**config.mk**
```make
export PLATFORM = sky130hd
export DESIGN_NAME = stopwatch_control
export DESIGN_NICKNAME = d
export VERILOG_FILES = /design/src/rtl/stopwatch_control_pkg.sv /design/src/rtl/stopwatch_control_button_debouncer.sv /design/src/rtl/stopwatch_control.sv
export SDC_FILE = /design/constraint.sdc
export NUM_CORES = 1
export LEC_CHECK = 0
export BUFFER_PORTS_ARGS = -buffer_cell sky130_fd_sc_hd__buf_2
export CAP_MARGIN = 10
export CORE_UTILIZATION = 50
export CTS_CLUSTER_DIAMETER = 150
export DETAILED_ROUTE_END_ITERATION = 8
export HOLD_SLACK_MARGIN = 0.06
export PLACE_DENSITY = 0.68
export SYNTH_ARGS = -nofsm -noshare
export SYNTH_HDL_FRONTEND = slang
export SYNTH_HIERARCHICAL = 1
export SYNTH_SLANG_ARGS = --single-unit
```
**constraint.sdc**
```tcl
create_clock -name clk -period 2.76 [get_ports clk]
set_input_delay 0.138 -clock clk [delete_from_list [all_inputs] [get_ports clk]]
set_output_delay 0.138 -clock clk [all_outputs]
set_load 0.01 [all_outputs]
```
**src/rtl/stopwatch_control_pkg.sv**
```systemverilog
// Shared definitions for the stopwatch control stage.
//   state_e               : FSM state; the encoding is also the external status code
//   DefaultDebounceCycles : stable cycles before a button level is accepted (10 ms @ 100 MHz)
//   ValueW                : width of the counter value / displayed number (0..9999)
package stopwatch_control_pkg;

    typedef enum logic [1:0] {
        StIdle    = 2'd0,
        StRunning = 2'd1,
        StLap     = 2'd2,
        StStopped = 2'd3
    } state_e;

    localparam int unsigned DefaultDebounceCycles = 1000000;
    localparam int unsigned ValueW                = 14;

endpackage

```
**src/rtl/stopwatch_control_button_debouncer.sv**
```systemverilog
// Debouncer for one raw push-button.
//   clk     : system clock
//   rst_n   : asynchronous active-low reset
//   in      : raw button level, asynchronous to clk
//   pressed : one-cycle pulse on each accepted rising edge of the debounced level
module button_debouncer
    import stopwatch_control_pkg::*;
#(
    parameter int unsigned DEBOUNCE_CYCLES = DefaultDebounceCycles
) (
    input  logic clk,
    input  logic rst_n,
    input  logic in,
    output logic pressed
);

    localparam int unsigned     CntW   = (DEBOUNCE_CYCLES > 1) ? $clog2(DEBOUNCE_CYCLES) : 1;
    localparam logic [CntW-1:0] CntMax = CntW'(DEBOUNCE_CYCLES - 1);

    logic            sync1_q;
    logic            sync2_q;
    logic            stable_q;
    logic            pressed_q;
    logic [CntW-1:0] cnt_q;

    always_ff @(posedge clk or negedge rst_n) begin
        if (!rst_n) begin
            sync1_q   <= 1'b0;
            sync2_q   <= 1'b0;
            stable_q  <= 1'b0;
            pressed_q <= 1'b0;
            cnt_q     <= '0;
        end else begin
            sync1_q   <= in;
            sync2_q   <= sync1_q;
            pressed_q <= 1'b0;
            if (sync2_q == stable_q) begin
                // Any agreeing sample restarts the count, so glitches never accumulate.
                cnt_q <= '0;
            end else if (cnt_q == CntMax) begin
                stable_q  <= sync2_q;
                cnt_q     <= '0;
                pressed_q <= sync2_q;  // pulse only on the press edge, not on release
            end else begin
                cnt_q <= cnt_q + 1'b1;
            end
        end
    end

    assign pressed = pressed_q;

endmodule

```
**src/rtl/stopwatch_control.sv**
```systemverilog
// Stopwatch control: debounces start/stop, lap and clear buttons and runs the
// IDLE/RUNNING/LAP/STOPPED state machine driving the tenth-second counter.
//   clk, rst_n                        : clock, asynchronous active-low reset
//   btn_start_stop, btn_lap, btn_clear: raw active-high buttons
//   count_value                       : live counter value
//   count_enable                      : counter run enable (registered)
//   count_clear                       : one-cycle counter clear pulse (registered)
//   display_value                     : number for the 7-segment mux (registered)
//   status                            : current state code
module stopwatch_control
    import stopwatch_control_pkg::*;
#(
    parameter int unsigned DEBOUNCE_CYCLES = DefaultDebounceCycles,
    parameter int unsigned VALUE_W         = ValueW
) (
    input  logic               clk,
    input  logic               rst_n,
    input  logic               btn_start_stop,
    input  logic               btn_lap,
    input  logic               btn_clear,
    input  logic [VALUE_W-1:0] count_value,
    output logic               count_enable,
    output logic               count_clear,
    output logic [VALUE_W-1:0] display_value,
    output logic [1:0]         status
);

    logic press_ss;
    logic press_lap;
    logic press_clr;

    button_debouncer #(.DEBOUNCE_CYCLES(DEBOUNCE_CYCLES)) u_deb_ss (
        .clk     (clk),
        .rst_n   (rst_n),
        .in      (btn_start_stop),
        .pressed (press_ss)
    );

    button_debouncer #(.DEBOUNCE_CYCLES(DEBOUNCE_CYCLES)) u_deb_lap (
        .clk     (clk),
        .rst_n   (rst_n),
        .in      (btn_lap),
        .pressed (press_lap)
    );

    button_debouncer #(.DEBOUNCE_CYCLES(DEBOUNCE_CYCLES)) u_deb_clr (
        .clk     (clk),
        .rst_n   (rst_n),
        .in      (btn_clear),
        .pressed (press_clr)
    );

    // Only the highest-priority pulse survives: clear > start_stop > lap.
    logic ev_ss;
    logic ev_lap;
    assign ev_ss  = press_ss & ~press_clr;
    assign ev_lap = press_lap & ~press_ss & ~press_clr;

    state_e             state_q, state_d;
    logic [VALUE_W-1:0] lap_q, lap_d;
    logic               clr_d;
    logic               en_q;
    logic               clr_q;
    logic [VALUE_W-1:0] display_q;

    always_comb begin
        state_d = state_q;
        lap_d   = lap_q;
        clr_d   = 1'b0;
        unique case (state_q)
            StIdle: begin
                if (press_clr) begin
                    clr_d = 1'b1;
                end else if (ev_ss) begin
                    state_d = StRunning;
                end
            end
            StRunning: begin
                if (ev_ss) begin
                    state_d = StStopped;
                end else if (ev_lap) begin
                    state_d = StLap;
                    lap_d   = count_value;
                end
            end
            StLap: begin
                if (ev_ss) begin
                    state_d = StStopped;
                end else if (ev_lap) begin
                    state_d = StRunning;
                end
            end
            StStopped: begin
                if (press_clr) begin
                    state_d = StIdle;
                    clr_d   = 1'b1;
                end else if (ev_ss) begin
                    state_d = StRunning;
                end
            end
        endcase
    end

    always_ff @(posedge clk or negedge rst_n) begin
        if (!rst_n) begin
            state_q   <= StIdle;
            lap_q     <= '0;
            en_q      <= 1'b0;
            clr_q     <= 1'b0;
            display_q <= '0;
        end else begin
            state_q   <= state_d;
            lap_q     <= lap_d;
            // Outputs follow the next state so they change on the same edge as status.
            en_q      <= (state_d == StRunning) || (state_d == StLap);
            clr_q     <= clr_d;
            display_q <= (state_d == StLap) ? lap_d : count_value;
        end
    end

    assign count_enable  = en_q;
    assign count_clear   = clr_q;
    assign display_value = display_q;
    assign status        = state_q;

endmodule
```
Word level (Yosys, flattened, before mapping)
Cells that the tools add are included.
- add/sub/neg operators: 3
- multipliers: 0
- div/mod/pow operators: 0
- magnitude comparators: 0
- equal/unequal tests: 11
- shifts and indexed selects: 0
- mux-type cells: 26
- bitwise operators: 8
- reduce and logical (&&, ||, !) cells: 6
- operator list (operator ; number):
    20-bit two-way mux ; 6
    20-bit by 1-bit adder with 20-bit output, second input constant ; 3
    20-bit == test, second input constant ; 3
    14-bit two-way mux ; 4
    2-bit two-way mux ; 7
    1-bit two-way mux ; 8
    2-bit one-hot mux with 4 select lines ; 1
    2-bit == test, second input constant ; 3
    2-bit AND reduction ; 3
    1-bit inverter ; 5
    2-bit by 1-bit == test with 1-bit output, second input constant ; 2
    1-bit bitwise AND ; 3
    1-bit == test ; 3
    2-bit logical NOT ; 1
    2-bit OR reduction ; 1
    1-bit logical OR ; 1
- register bits after elaboration: 104
- latch bits: 0
- memory bits (writable): 0
- bits in read-only memories: 0
- bits of input ports: 19
- output and inout port bits: 18
- word-level logic and storage cells: 74
- memories kept: 0

Depth between registers and ports, before layout
- depth in word-level cells: 8
- mapped depth: 9
- depth with buffers taken out: 8

Hierarchy
The synthesis kept the hierarchy.
- by module, submodules not included (module ; times used ; cells each ; area each (sq um) ; sequential area each (sq um)):
    button_debouncer ; 3 ; 116 ; 1136.1 ; 600.6
    stopwatch_control ; 1 ; 89 ; 1378.8 ; 800.8

Worst setup path after synthesis
Ideal clock, no wire load.
- path kind: reg-to-reg
- from: register state_q[0] (netlist: status[0])
- to: register display_q[10] (netlist: display_value[10])
- library setup time: 125 ps
- arrival: 1933 ps
- required time: 2635 ps
- slack: 702 ps
- cell stages (with the launch flop): 10
- buffers on the path: 1
- period minus slack after synthesis: 2058 ps
- cells stage by stage: dfrtp_1 inv_1 ha_1 nand3b_1 a21oi_1 o2bb2ai_1 ha_1 nand2b_4 buf_6 mux2_4
- cells in the longest elaborated chain, start to end: 5
- elaborated cells between the ends (all ways): 15
- classes of those cells: eq/ne: 4; mux: 10; reduce/logical: 1
- ends and longest elaborated chain (element ; line ; RTL):
    from (decl) ; stopwatch_control.sv:59 ; state_e state_q, state_d;
    from (signal assigned) ; stopwatch_control.sv:106 ; state_q <= StIdle;
    from (signal assigned) ; stopwatch_control.sv:112 ; state_q <= state_d;
    2-bit two-way mux, on equally long branches (2 in a row) ; - ;
    2-bit one-hot mux with 4 select lines ; stopwatch_control.sv:70 ; unique case (state_q)
    2-bit == test ; stopwatch_control.sv:117 ; display_q <= (state_d == StLap) ? lap_d : count_value;
    14-bit two-way mux (*) ; stopwatch_control.sv:117 ;
    to (signal assigned) ; stopwatch_control.sv:117 ;
    to (decl) ; stopwatch_control.sv:64 ; logic [VALUE_W-1:0] display_q;
Every way passes the cells marked *; elsewhere a longest branch is shown, timed or not.
A chain may end at the register's enable or synchronous reset.

Worst setup path after layout
- from: register state_q[1] (netlist: status[1])
- to: register display_q[13] (netlist: display_value[13])
Same word-level chain as after synthesis.

==> reports/qor.yml <==
clock_network:
  root_buffer: "clkbuf_8"
  cts_tree: "built"
  postCtsSetupRepairBufs: 0
  clk-insertion-delay-late_ns: 0.36
  cts-root-to-sink-buffers: 2
  tritoncts_num_sinks: 104
  number_of_cts_inserted_buffers: 9
  clkSlewWorstSetupHoldPaths_ns: 0.10
  cts-htree-levels: 3
timing:
  fmaxAchievable_mhz: 457
  layout_min_cycle_time_ns: 2.19
  slew_headroom: 0.594
  worst-slew-pin-transition_ns: 0.609
  report.final.setup_viol: 0
  drv_slew: 0
  min_period_over_period: 0.794
  skew_ns: 0.00916
  timing.final.hold_violations: 0
  unrepaired_setup_endpoints_after_global_routing: "no"
  finalSetupTns_ns: 0
floorplanning:
  height_of_the_die_um: 99.8
  floorplan.die.width_um: 99.8
  core_mm2: 0.00924
  row_count: 35
  dieArea_mm2: 0.00997
  io_pins: 37
  floorplan.initialDensity: 0.518
place:
  io_buffers: 36
  dpl-instance-area_mm2: 0.00510
  place.detailed.instances: 590
  dp_hpwl_um: 5550
  place_congestion: 0.798
critical_path:
  criticalPathCategory: "register to register"
  critical_path_arrival_ns: 2.44
  category_of_cells_accounting_for_the_largest_share_of_critical_path_delay: "adder cells"
  crit_path_cell_trace: "inv_1, ha_1, nand3b_1, a21oi_1, o2bb2ai_1, ha_1, nand2b_4, mux2_2"
  critical_path_buf_inv_count: 1
  critical_path_peak_fanout: 14
  startpoint_type: "register"
  worst_ep_required_time_ns: 3.01
  crit_path_top_delay_cell: "dfrtp_1"
  crit_path_max_incr_delay_ns: 0.44
  timing.reg2reg.setup_slack_ns: 0.57
  cp_common_cell: "ha_1"
  cp-end-kind: "register"
finish:
  finish.utilization: 0.593
  diodes: 0
  flow.area_growth_from_synthesis_pct: 14.4
  instances_no_fill: 624
  layout-drive-gt1-share: 0.220
  num-nets-final: 517
  post-route-cell-area_mm2: 0.00548
pwr:
  leakage_nw: 2.39
  clkPwrFrac: 0.353
  switching_share: 0.228
  internal_power_mw: 2.03
  pwr_density_cell_mw_per_mm2: 480
  comb_power_share: 0.052
  switchingPower_uw: 598
  power.sequential.fraction: 0.595
  vdd_drop_max_mv: 0.286
global_routing:
  grt_first_pass_wirelength_um: 14300
  number_of_antenna_violations_at_the_first_check_in_global_routing: 0
  grt_start_max_net_pins: 58
  groute.usage.overall: 0.179
  overflow: 0
  grt_pass1_vias: 3194
logic_synthesis:
  netlist_instances: 437
  mappedNetlistNets: 464
  postSynthRegisterBits: 104
  synth_area_per_cell_um2: 11.0
  synth_area_leaders: "dfrtp_1 (54%), mux2_2 (4.9%), nor2_1 (3.7%), xnor2_1 (3.3%), mux2_4 (3.1%)"
  synth_top_area_cell: "dfrtp_1"
  yosysTopAreaCellShare: 0.544
  synth_cell_type_count: 38
  synth.yosys.warnings: 6
  syn-cell-area_mm2: 0.00479
  synth.yosys.seq_area_share: 0.544
routing:
  vias: 3322
  final_wirelength_um: 8170
  drc_errors: 0
  drt_first_iter_violations: 113
  drt-wirelength-per-cell_um: 13.1
  route.antenna.remaining_nets: 0
  dr.pass1.iters: 4
  vias_per_cell: 5.32
hold_path:
  min_path_type: "input port to asynchronous set/reset pin"
status:
  status: "complete, no violations"
job:
  cap_viol_max_count: 0
[worst reg2reg max path, cell delays in order (launching register included)]
cell       delay, ns
dfrtp_1         0.44
inv_1           0.12
ha_1            0.24
nand3b_1        0.17
a21oi_1         0.20
o2bb2ai_1       0.09
ha_1            0.23
nand2b_4        0.23
mux2_2          0.37
[power by group through the flow]
stage / combinational (mW) / clock (mW) / sequential [mW]
3_5_place_dp: 0.120 / 0 / 1.60
4_1_cts: 0.140 / 0.956 / 1.57
3_3_place_gp: 0.119 / 0 / 1.59
2_1_floorplan: 0.0435 / 0 / 1.60
5_1_grt: 0.156 / 1.02 / 1.57
6_report: 0.136 / 0.928 / 1.57
[synthesized netlist by cell type (all sizes together)]
cell	instances
nor2	47
a2bb2oi	1
a211o	1
and4bb	1
buf	6
a211oi	1
o2bb2ai	1
or3	15
nand2b	1
inv	23
o31ai	9
nand4	9
or4	15
nor4bb	3
xor2	15
or3b	1
nor4	6
and3	6
and3b	3
ha	8
nand3b	1
and2	3
xnor2	18
o32ai	1
nand2	13
clkbuf	12
or2	3
nor3	7
nand3	27
mux2	31
o21ai	18
dfrtp	104
a21oi	27
[logic make-up after synthesis]
logic type / count (synthesis) / synth area share
simple gates: 161 / 0.188
flops: 104 / 0.544
compound gates: 59 / 0.0700
buf+inv: 41 / 0.0363
xor+xnor: 33 / 0.0604
mux: 31 / 0.0808
fa+ha+maj: 8 / 0.0209
[metrics by stage]
stage               worst slack (ns)  hold WS [ns]  power (mW)
CTS                            0.568         0.343        2.66
global placement               0.675         0.191        1.71
global route                   0.415         0.379        2.74
finish                         0.570         0.316        2.63
detailed placement             0.590         0.197        1.72
floorplan                      0.702        -0.158        1.64
[layout by cell type (no fill, tap or decap), drive strengths merged, types with 18 or more instances in the layout]
cell / n
dfrtp: 104
nor2: 47
buf: 42
mux2: 31
a21oi: 27
nand3: 27
inv: 25
dlygate4sd3: 18
xnor2: 18
o21ai: 18
[state kept, by name, indices dropped and copies added, names as in the netlist]
name	cells
u_deb_clr/sync2_q	1
u_deb_clr/cnt_q	20
u_deb_lap/stable_q	1
u_deb_ss/pressed	1
u_deb_ss/sync1_q	1
count_clear	1
u_deb_ss/sync2_q	1
u_deb_ss/stable_q	1
lap_q	14
display_value	14
u_deb_clr/stable_q	1
u_deb_clr/sync1_q	1
u_deb_ss/cnt_q	20
u_deb_lap/cnt_q	20
count_enable	1
u_deb_lap/sync2_q	1
status	2
u_deb_lap/pressed	1
u_deb_clr/pressed	1
u_deb_lap/sync1_q	1
[layer usage]
layer  vias to the layer above  wire length [um]  part of all wire  global-route usage
li1                       1635                 -                 -                   -
met1                      1626              3880              0.47               0.230
met2                        49              3910              0.48               0.303
met3                        12               255             0.031              0.0376
met4                         0               127             0.016              0.0633
met5                         -                 0                 0                   0
[timing repair]
action | CTS | global route
setup endpoints to repair | 0 | 0
endpoints found under the hold margin | 78 | 0
hold buffers | 18 | 0
gates resized for setup | 0 | 0
[final timing paths]
check	cells past startpoint	from	end
hold reg to reg	0	u_deb_lap/sync1_q	u_deb_lap/sync2_q
setup / recovery	8	status[1]	display_value[13]
max in group asynchronous	3	rst_n	u_deb_lap/cnt_q[11]
hold / removal	2	rst_n	lap_q[5]
setup reg to reg	8	status[1]	display_value[13]
min in group clk	0	u_deb_lap/sync1_q	u_deb_lap/sync2_q
[layout make-up]
class / instances / area (um^2)
Fill cell: 781 / 3760
Sequential cell: 104 / 2600
Clock buffer: 9 / 124
Clock inverter: 7 / 70.1
Timing Repair Buffer: 60 / 420
Tap cell: 129 / 161
Multi-Input combinational cell: 292 / 2010
Inverter: 23 / 86.3
No activity file was read; power rests on OpenSTA's default activity.
